--- config.mk ---
export PLATFORM = sky130hd
export DESIGN_NAME = cache_axi_bridge
export DESIGN_NICKNAME = d
export VERILOG_FILES = /design/src/rtl/cache_axi_bridge.sv
export SDC_FILE = /design/constraint.sdc
export NUM_CORES = 1
export LEC_CHECK = 0
export BUFFER_PORTS_ARGS = -buffer_cell sky130_fd_sc_hd__buf_4
export CAP_MARGIN = 25
export CORE_AREA = 2 2 169 171
export CTS_CLUSTER_DIAMETER = 150
export DETAILED_ROUTE_END_ITERATION = 10
export DIE_AREA = 0 0 171 173
export HOLD_SLACK_MARGIN = 0.12
export MAX_ROUTING_LAYER = met4
export PLACE_DENSITY_LB_ADDON = 0.3
export SLEW_MARGIN = 20
export SYNTH_ARGS = -nofsm -noshare
export SYNTH_HDL_FRONTEND = slang
export SYNTH_SLANG_ARGS = --single-unit
--- constraint.sdc ---
create_clock -name clk -period 2.6 [get_ports clk]
set_clock_uncertainty 0.1 [all_clocks]
set_input_delay 0.39 -clock clk [delete_from_list [all_inputs] [get_ports clk]]
set_output_delay 0.39 -clock clk [all_outputs]
set_load 0.01 [all_outputs]
--- src/rtl/cache_axi_bridge.sv ---
// Cache refill/writeback/uncached request bridge onto AXI4 master channels.
// Optional BRIDGE_RAW_ADDR_CHECK_EN: reads only wait on writes to the same line.
module cache_axi_bridge #(
  parameter int unsigned ID_W       = 4,
  parameter int unsigned RD_ID      = 0,
  parameter int unsigned WR_ID      = 1,
  parameter int unsigned LINE_BEATS = 4
) (
  input  logic            clk,
  input  logic            reset,
  input  logic            rd_req,
  input  logic [2:0]      rd_type,
  input  logic [31:0]     rd_addr,
  output logic            rd_rdy,
  output logic            ret_valid,
  output logic            ret_last,
  output logic [31:0]     ret_data,
  input  logic            wr_req,
  input  logic [2:0]      wr_type,
  input  logic [31:0]     wr_addr,
  input  logic [3:0]      wr_wstrb,
  input  logic [127:0]    wr_data,
  output logic            wr_rdy,
  output logic [ID_W-1:0] arid,
  output logic [31:0]     araddr,
  output logic [7:0]      arlen,
  output logic [2:0]      arsize,
  output logic [1:0]      arburst,
  output logic            arvalid,
  input  logic            arready,
  input  logic [ID_W-1:0] rid,
  input  logic [31:0]     rdata,
  input  logic [1:0]      rresp,
  input  logic            rlast,
  input  logic            rvalid,
  output logic            rready,
  output logic [ID_W-1:0] awid,
  output logic [31:0]     awaddr,
  output logic [7:0]      awlen,
  output logic [2:0]      awsize,
  output logic [1:0]      awburst,
  output logic            awvalid,
  input  logic            awready,
  output logic [31:0]     wdata,
  output logic [3:0]      wstrb,
  output logic            wlast,
  output logic            wvalid,
  input  logic            wready,
  input  logic [ID_W-1:0] bid,
  input  logic [1:0]      bresp,
  input  logic            bvalid,
  output logic            bready,
  output logic            bus_err
);

  localparam logic [1:0] R_IDLE = 2'd0;
  localparam logic [1:0] R_AR   = 2'd1;
  localparam logic [1:0] R_DATA = 2'd2;
  localparam logic [1:0] W_IDLE = 2'd0;
  localparam logic [1:0] W_SEND = 2'd1;
  localparam logic [1:0] W_B    = 2'd2;

  localparam logic [1:0] BURST_INCR = 2'b01;
  localparam logic [1:0] RESP_OKAY  = 2'b00;
  localparam logic [1:0] LAST_BEAT  = 2'(LINE_BEATS - 1);

  logic [1:0]   r_state, r_next;
  logic [2:0]   r_type;
  logic [31:0]  r_addr;
  logic [1:0]   r_beat;
  logic [1:0]   w_state, w_next;
  logic [2:0]   w_type;
  logic [31:0]  w_addr;
  logic [3:0]   w_strb;
  logic [127:0] w_buf;
  logic [1:0]   w_beat;
  logic         aw_done, w_done;

  logic rd_block, rd_accept, r_hs, rd_line, exp_last;
  logic wr_accept, wr_line, aw_hs, w_hs, aw_fin, w_fin;
  logic [1:0] wd_sel;
  logic unused_ok;

  assign unused_ok = ^{rid, bid};

  // Read ordering against the write path
`ifdef BRIDGE_RAW_ADDR_CHECK_EN
  assign rd_block = ((w_state != W_IDLE) && (rd_addr[31:4] == w_addr[31:4])) ||
                    (wr_req && (w_state == W_IDLE) && (rd_addr[31:4] == wr_addr[31:4]));
`else
  assign rd_block = (w_state != W_IDLE) || wr_req;
`endif

  // Read path
  assign rd_rdy    = !reset && (r_state == R_IDLE) && !rd_block;
  assign rd_accept = rd_req && rd_rdy;
  assign rd_line   = r_type[2];
  assign rready    = (r_state == R_DATA);
  assign r_hs      = rready && rvalid;
  assign exp_last  = (r_beat == (rd_line ? LAST_BEAT : 2'd0));

  assign arid      = ID_W'(RD_ID);
  assign arvalid   = (r_state == R_AR);
  assign araddr    = rd_line ? {r_addr[31:4], 4'h0} : r_addr;
  assign arlen     = rd_line ? 8'(LAST_BEAT) : 8'd0;
  assign arsize    = rd_line ? 3'd2 : {1'b0, r_type[1:0]};
  assign arburst   = BURST_INCR;

  assign ret_valid = r_hs;
  assign ret_last  = rready && rlast;
  assign ret_data  = rdata;

  always_comb begin
    r_next = r_state;
    case (r_state)
      R_IDLE:  if (rd_accept) r_next = R_AR;
      R_AR:    if (arready) r_next = R_DATA;
      R_DATA:  if (rvalid && rlast) r_next = R_IDLE;
      default: r_next = R_IDLE;
    endcase
  end

  always_ff @(posedge clk) begin
    if (reset) begin
      r_state <= R_IDLE;
      r_type  <= 3'd0;
      r_addr  <= 32'd0;
      r_beat  <= 2'd0;
    end else begin
      r_state <= r_next;
      if (rd_accept) begin
        r_type <= rd_type;
        r_addr <= rd_addr;
        r_beat <= 2'd0;
      end else if (r_hs) begin
        r_beat <= r_beat + 2'd1;
      end
    end
  end

  // Write path: AW and W retire independently, B waits for both
  assign wr_rdy    = !reset && (w_state == W_IDLE);
  assign wr_accept = wr_req && wr_rdy;
  assign wr_line   = w_type[2];
  assign awvalid   = (w_state == W_SEND) && !aw_done;
  assign wvalid    = (w_state == W_SEND) && !w_done;
  assign aw_hs     = awvalid && awready;
  assign w_hs      = wvalid && wready;
  assign wlast     = wvalid && (wr_line ? (w_beat == LAST_BEAT) : 1'b1);
  assign aw_fin    = aw_done || aw_hs;
  assign w_fin     = w_done || (w_hs && wlast);
  assign bready    = (w_state == W_B);

  assign awid      = ID_W'(WR_ID);
  assign awaddr    = wr_line ? {w_addr[31:4], 4'h0} : w_addr;
  assign awlen     = wr_line ? 8'(LAST_BEAT) : 8'd0;
  assign awsize    = wr_line ? 3'd2 : {1'b0, w_type[1:0]};
  assign awburst   = BURST_INCR;
  assign wd_sel    = wr_line ? w_beat : w_addr[3:2];
  assign wdata     = w_buf[{wd_sel, 5'b0} +: 32];
  assign wstrb     = wr_line ? 4'hf : w_strb;

  always_comb begin
    w_next = w_state;
    case (w_state)
      W_IDLE:  if (wr_accept) w_next = W_SEND;
      W_SEND:  if (aw_fin && w_fin) w_next = W_B;
      W_B:     if (bvalid) w_next = W_IDLE;
      default: w_next = W_IDLE;
    endcase
  end

  always_ff @(posedge clk) begin
    if (reset) begin
      w_state <= W_IDLE;
      w_type  <= 3'd0;
      w_addr  <= 32'd0;
      w_strb  <= 4'd0;
      w_buf   <= 128'd0;
      w_beat  <= 2'd0;
      aw_done <= 1'b0;
      w_done  <= 1'b0;
    end else begin
      w_state <= w_next;
      if (wr_accept) begin
        w_type  <= wr_type;
        w_addr  <= wr_addr;
        w_strb  <= wr_wstrb;
        w_buf   <= wr_data;
        w_beat  <= 2'd0;
        aw_done <= 1'b0;
        w_done  <= 1'b0;
      end else begin
        if (aw_hs) aw_done <= 1'b1;
        if (w_hs) begin
          w_beat <= w_beat + 2'd1;
          if (wlast) w_done <= 1'b1;
        end
      end
    end
  end

  // Error responses and burst-length disagreements share one pulse
  always_ff @(posedge clk) begin
    if (reset) bus_err <= 1'b0;
    else bus_err <= (r_hs && ((rresp != RESP_OKAY) || (rlast != exp_last))) ||
                    (bvalid && bready && (bresp != RESP_OKAY));
  end

endmodule

* After elaboration in Yosys (flattened, before gate mapping)
Cells that the tools add are included.
Storage, ports and cells: word-level logic and storage cells 84, flip-flop bits (word level) 213
Cells by class: shift operators 1, muxes and demuxes 18, eq/ne operators 13, add/sub/neg operators 2, reductions and logical operators 37
Operators by type and width (count):
- variable part select 128 x 8 -> 32 bit | 1
- two-way mux 2 bit | 12
- logical AND 1 bit | 18
- two-way mux 4 bit | 3
- case mux 2 bit (3 select lines) | 2
- equality test 2 bit, second input constant | 3
- != test 2 x 1 -> 1 bit, second input constant | 3
- != test 2 bit, second input constant | 3
- AND reduction 3 bit | 2
- nonzero test 2 bit | 3
- logical OR 1 bit | 5
- adder 2 x 1 -> 2 bit, second input constant | 2
- equality test 2 x 1 -> 1 bit, second input constant | 2
- logical NOT 1 bit | 4
- logical NOT 2 bit | 2
- OR reduction 2 bit | 2
- equality test 2 bit | 1
- AND reduction 2 bit | 1
- two-way mux 1 bit | 1
- != test 1 bit | 1

* Depth between registers and ports, before layout
depth in word-level cells 8, mapped depth 7, depth with buffers taken out 5

* Worst setup path after synthesis
No wires, ideal clock.
path type register to output, start point register w_type[2], end point output port wdata[22], arrival time 1.590 ns, path buffers 1, path slack 0.520 ns, cell stages (with the launch flop) 5, cells stage by stage dfxtp_1 -> nor2b_2 -> a21oi_4 -> buf_8 -> mux4_2
Between the ends: longest elaborated chain between the ends 2
RTL lines:
- start, declared | line 72 | logic [2:0] w_type;
- start signal, assigned | line 186 | w_type <= wr_type;
- two-way mux 2 bit | line 159 | assign wd_sel = wr_line ? w_beat : w_addr[3:2];
- variable part select 128 x 8 -> 32 bit | line 160 | assign wdata = w_buf[{wd_sel, 5'b0} +: 32];
- end, declared | line 44 | output logic [31:0] wdata,
Every way passes these cells.

* Worst setup path in the final report
start point register w_addr[2], end point output port wdata[0]
Between the ends: longest elaborated chain between the ends 2
RTL lines:
- start, declared | line 73 | logic [31:0] w_addr;
- start signal, assigned | line 187 | w_addr <= wr_addr;
- two-way mux 2 bit | line 159
- variable part select 128 x 8 -> 32 bit | line 160
Every way passes these cells.

==> flow_metrics.env <==
export IMPL_status="finished clean"
export IMPL_grt_setup_unrepaired="yes"
export IMPL_crit_type="reg -> out"
export IMPL_hold_class="in -> reg"
export IMPL_drt_iter0_markers=380
export IMPL_irDropWorstVdd_v=0.000453
export IMPL_drive_gt1_share_pct=36.6
export IMPL_wirelength_um=27900
export IMPL_post_route_period_util_pct=99.9
export IMPL_dr_total_vias=7462
export IMPL_cts_max_path_buffers=3
export IMPL_clkSinkCount=213
export IMPL_gr_total_overflow=0
export IMPL_ys_warn_count=0
export IMPL_synth_simple_area_share_pct=6.74
export IMPL_drv_cap=0
export IMPL_setup_viol=0
export IMPL_viasPerCell=4.62
export IMPL_grt_pass1_vias=8003
export IMPL_synth_seq_cells=213
export IMPL_fin_crit_ns=2.60
export IMPL_gp_congestion=0.743
export IMPL_cts_root_buffer="clkbuf_16"
export IMPL_die_h_um=173
export IMPL_synth_xor_area_share_pct=0.404
export IMPL_drt_pass1_iterations=4
export IMPL_preCtsSetupSlack_ns=0.260
export IMPL_yosysTopAreaCell="dfxtp_1"
export IMPL_synth_top_area_share_pct=49.2
export IMPL_port_buffer_count=334
export IMPL_powerDensity_nw_per_um2=641
export IMPL_drc=0
export IMPL_final_nets=1474
export IMPL_worstPathRequired_ns=2.11
export IMPL_synth_avg_cell_area_um2=11.3
export IMPL_synth_top_family_by_area="compound AO/OA/AOI/OAI gates"
export IMPL_clk_latency_ns=0.52
export IMPL_fillCellCount=2405
export IMPL_pin_count=433
export IMPL_die_w_um=171
export IMPL_regToRegSetupSlack_ns=0.36
export IMPL_ys_seq_area_share_pct=49.2
export IMPL_cts_tree="done"
export IMPL_hold_depth=4
export IMPL_yosys_top_cells_area="dfxtp_1, a22o_1, buf_4, mux4_2, nand2_1"
export IMPL_cts_max_level=1
export IMPL_grt_usage_pct=18.6
export IMPL_hold_violations=0
export IMPL_dp_hpwl_um=16400
export IMPL_start_util_pct=31.4
export IMPL_report_final_slew_viol_count=0
export IMPL_grt_first_pass_wirelength_um=42800
export IMPL_ys_top_cells_by_count="dfxtp_1, a22o_1, buf_4"
export IMPL_rows=61
export IMPL_fin_ws_ns=0.00189
export IMPL_synthCells=768
export IMPL_synthAdderAreaFrac_pct=0.144
export IMPL_holdWs_ns=0.160
export IMPL_synthMostInstantiatedCell="dfxtp_1"
export IMPL_async_flop_share_pct=0
export IMPL_muxShareOfSynthArea_pct=8.51
export IMPL_reg2regPathDepth=6
export IMPL_grt_start_max_net_pins=95
export IMPL_synth_compound_area_share_pct=20.1
export IMPL_leakagePower_nw=6.14
export IMPL_antenna_found_initial=1
export IMPL_synth_ff_type="dfxtp_1"
export IMPL_dieArea_um2=29600
export IMPL_critPathMaxFanout=8
export IMPL_cp_end_kind="output port"
export IMPL_core_um2=27600
export IMPL_ys_types=39
export IMPL_start_kind="flip-flop"
export IMPL_max_freq_mhz=385
export IMPL_synthToLayoutAreaGrowth_pct=60.5
export IMPL_critPathArrivalTime_ns=2.11
export IMPL_antenna_left=0
export IMPL_cts_clk_slew_worst_paths_ns=0.06
export IMPL_cts_buffers=25
export IMPL_post_drt_wl_per_cell_um=17.3
export IMPL_final_util_pct=50.4
export IMPL_synth_edff_count=0
export IMPL_syn_cell_area_um2=8670
## worst paths after layout
check / startpoint / to
setup / recovery: w_addr[2] / wdata[0]
hold / removal: wready / w_done
setup reg to reg: w_state[1] / r_addr[29]
hold reg to reg: r_type[1] / r_type[1]
## metal layers
metal / vias up / share of wire [%] / global-route usage (%)
met5: - / 0 / -
met4: 0 / 3.1 / 6.46
met3: 61 / 7.6 / 4.37
met2: 329 / 49 / 31.8
met1: 3539 / 40 / 21.1
li1: 3533 / - / -
## state kept, by name, summed over array words and instances (netlist names)
name / flops
w_addr: 32
aw_done: 1
r_state: 2
w_beat: 2
r_type: 3
w_strb: 4
bus_err: 1
r_beat: 2
w_done: 1
w_type: 3
r_addr: 32
w_state: 2
w_buf: 128
## placed cells by master, fill, tap and decap left out, drive strengths merged, types with 12 or more instances in the layout
| cell type | synthesis | routed |
|---|---|---|
| conb | 2 | 26 |
| buf | 163 | 359 |
| nor2b | 14 | 14 |
| mux4 | 32 | 32 |
| clkbuf | 11 | 30 |
| dlygate4sd3 | 0 | 213 |
| dfxtp | 213 | 213 |
| a22o | 167 | 167 |
| nand2 | 74 | 74 |
| a21oi | 41 | 41 |
| nor2 | 12 | 12 |
## through the flow
stage / instances / TNS (ns) / total power, mW / instance area (um2)
after floorplan: 792 / 0 / 4.47 / 8760
after global placement: 1344 / 0 / 4.91 / 10600
after detailed placement: 1344 / 0 / 4.92 / 10600
after CTS: 1616 / -2.90 / 9.00 / 14000
after global routing: 1615 / -2.33 / 9.27 / 13900
final: 1615 / 0 / 8.92 / 13900
## critical path, stage by stage, from the launching register on
cell     delay (ns)
dfxtp_2        0.32
nor2b_4        0.13
a21oi_4        0.17
buf_6          0.15
buf_12         0.15
mux4_2         0.52
buf_6          0.15
## kinds of logic (layout without fill, tap and decap cells)
kind of cell / after synthesis / count (layout)
other: 2 / 27
adders and majority gates: 1 / 1
xor gates and xnor gates: 4 / 4
buffers and inverters: 175 / 619
AOI/OAI and AO/OA: 216 / 216
DFF: 213 / 213
and+or+nand+nor: 124 / 124
muxes: 33 / 33
## power by group
part	switching [mW]	internal (mW)	total [mW]
sequential	0.139	3.50	3.63
combinational	0.634	0.974	1.61
clock	1.43	2.25	3.68
total	2.20	6.72	8.92
## timing repair
action | 4_1_cts | 5_1_grt
setup buffers | 11 | 0
pin swaps | 0 | 1
endpoints found under the hold margin | 207 | 0
gates cloned | 2 | 0
resized for setup | 46 | 5
hold buffers | 213 | 0
setup endpoints to repair | 32 | 32
## area by class of cell
| type | count | area, um2 | share of cell area (%) |
|---|---|---|---|
| Sequential cell | 213 | 4270 | 30.7 |
| Timing Repair Buffer | 572 | 5080 | 36.5 |
| Inverter | 1 | 3.75 | 0.0270 |
| Clock inverter | 16 | 191 | 1.37 |
| Antenna cell | 1 | 2.50 | 0.0180 |
| Clock buffer | 30 | 674 | 4.84 |
| Tap cell | 378 | 473 | 3.40 |
| Multi-Input combinational cell | 404 | 3230 | 23.2 |
Power figures use the tool's default switching activity.
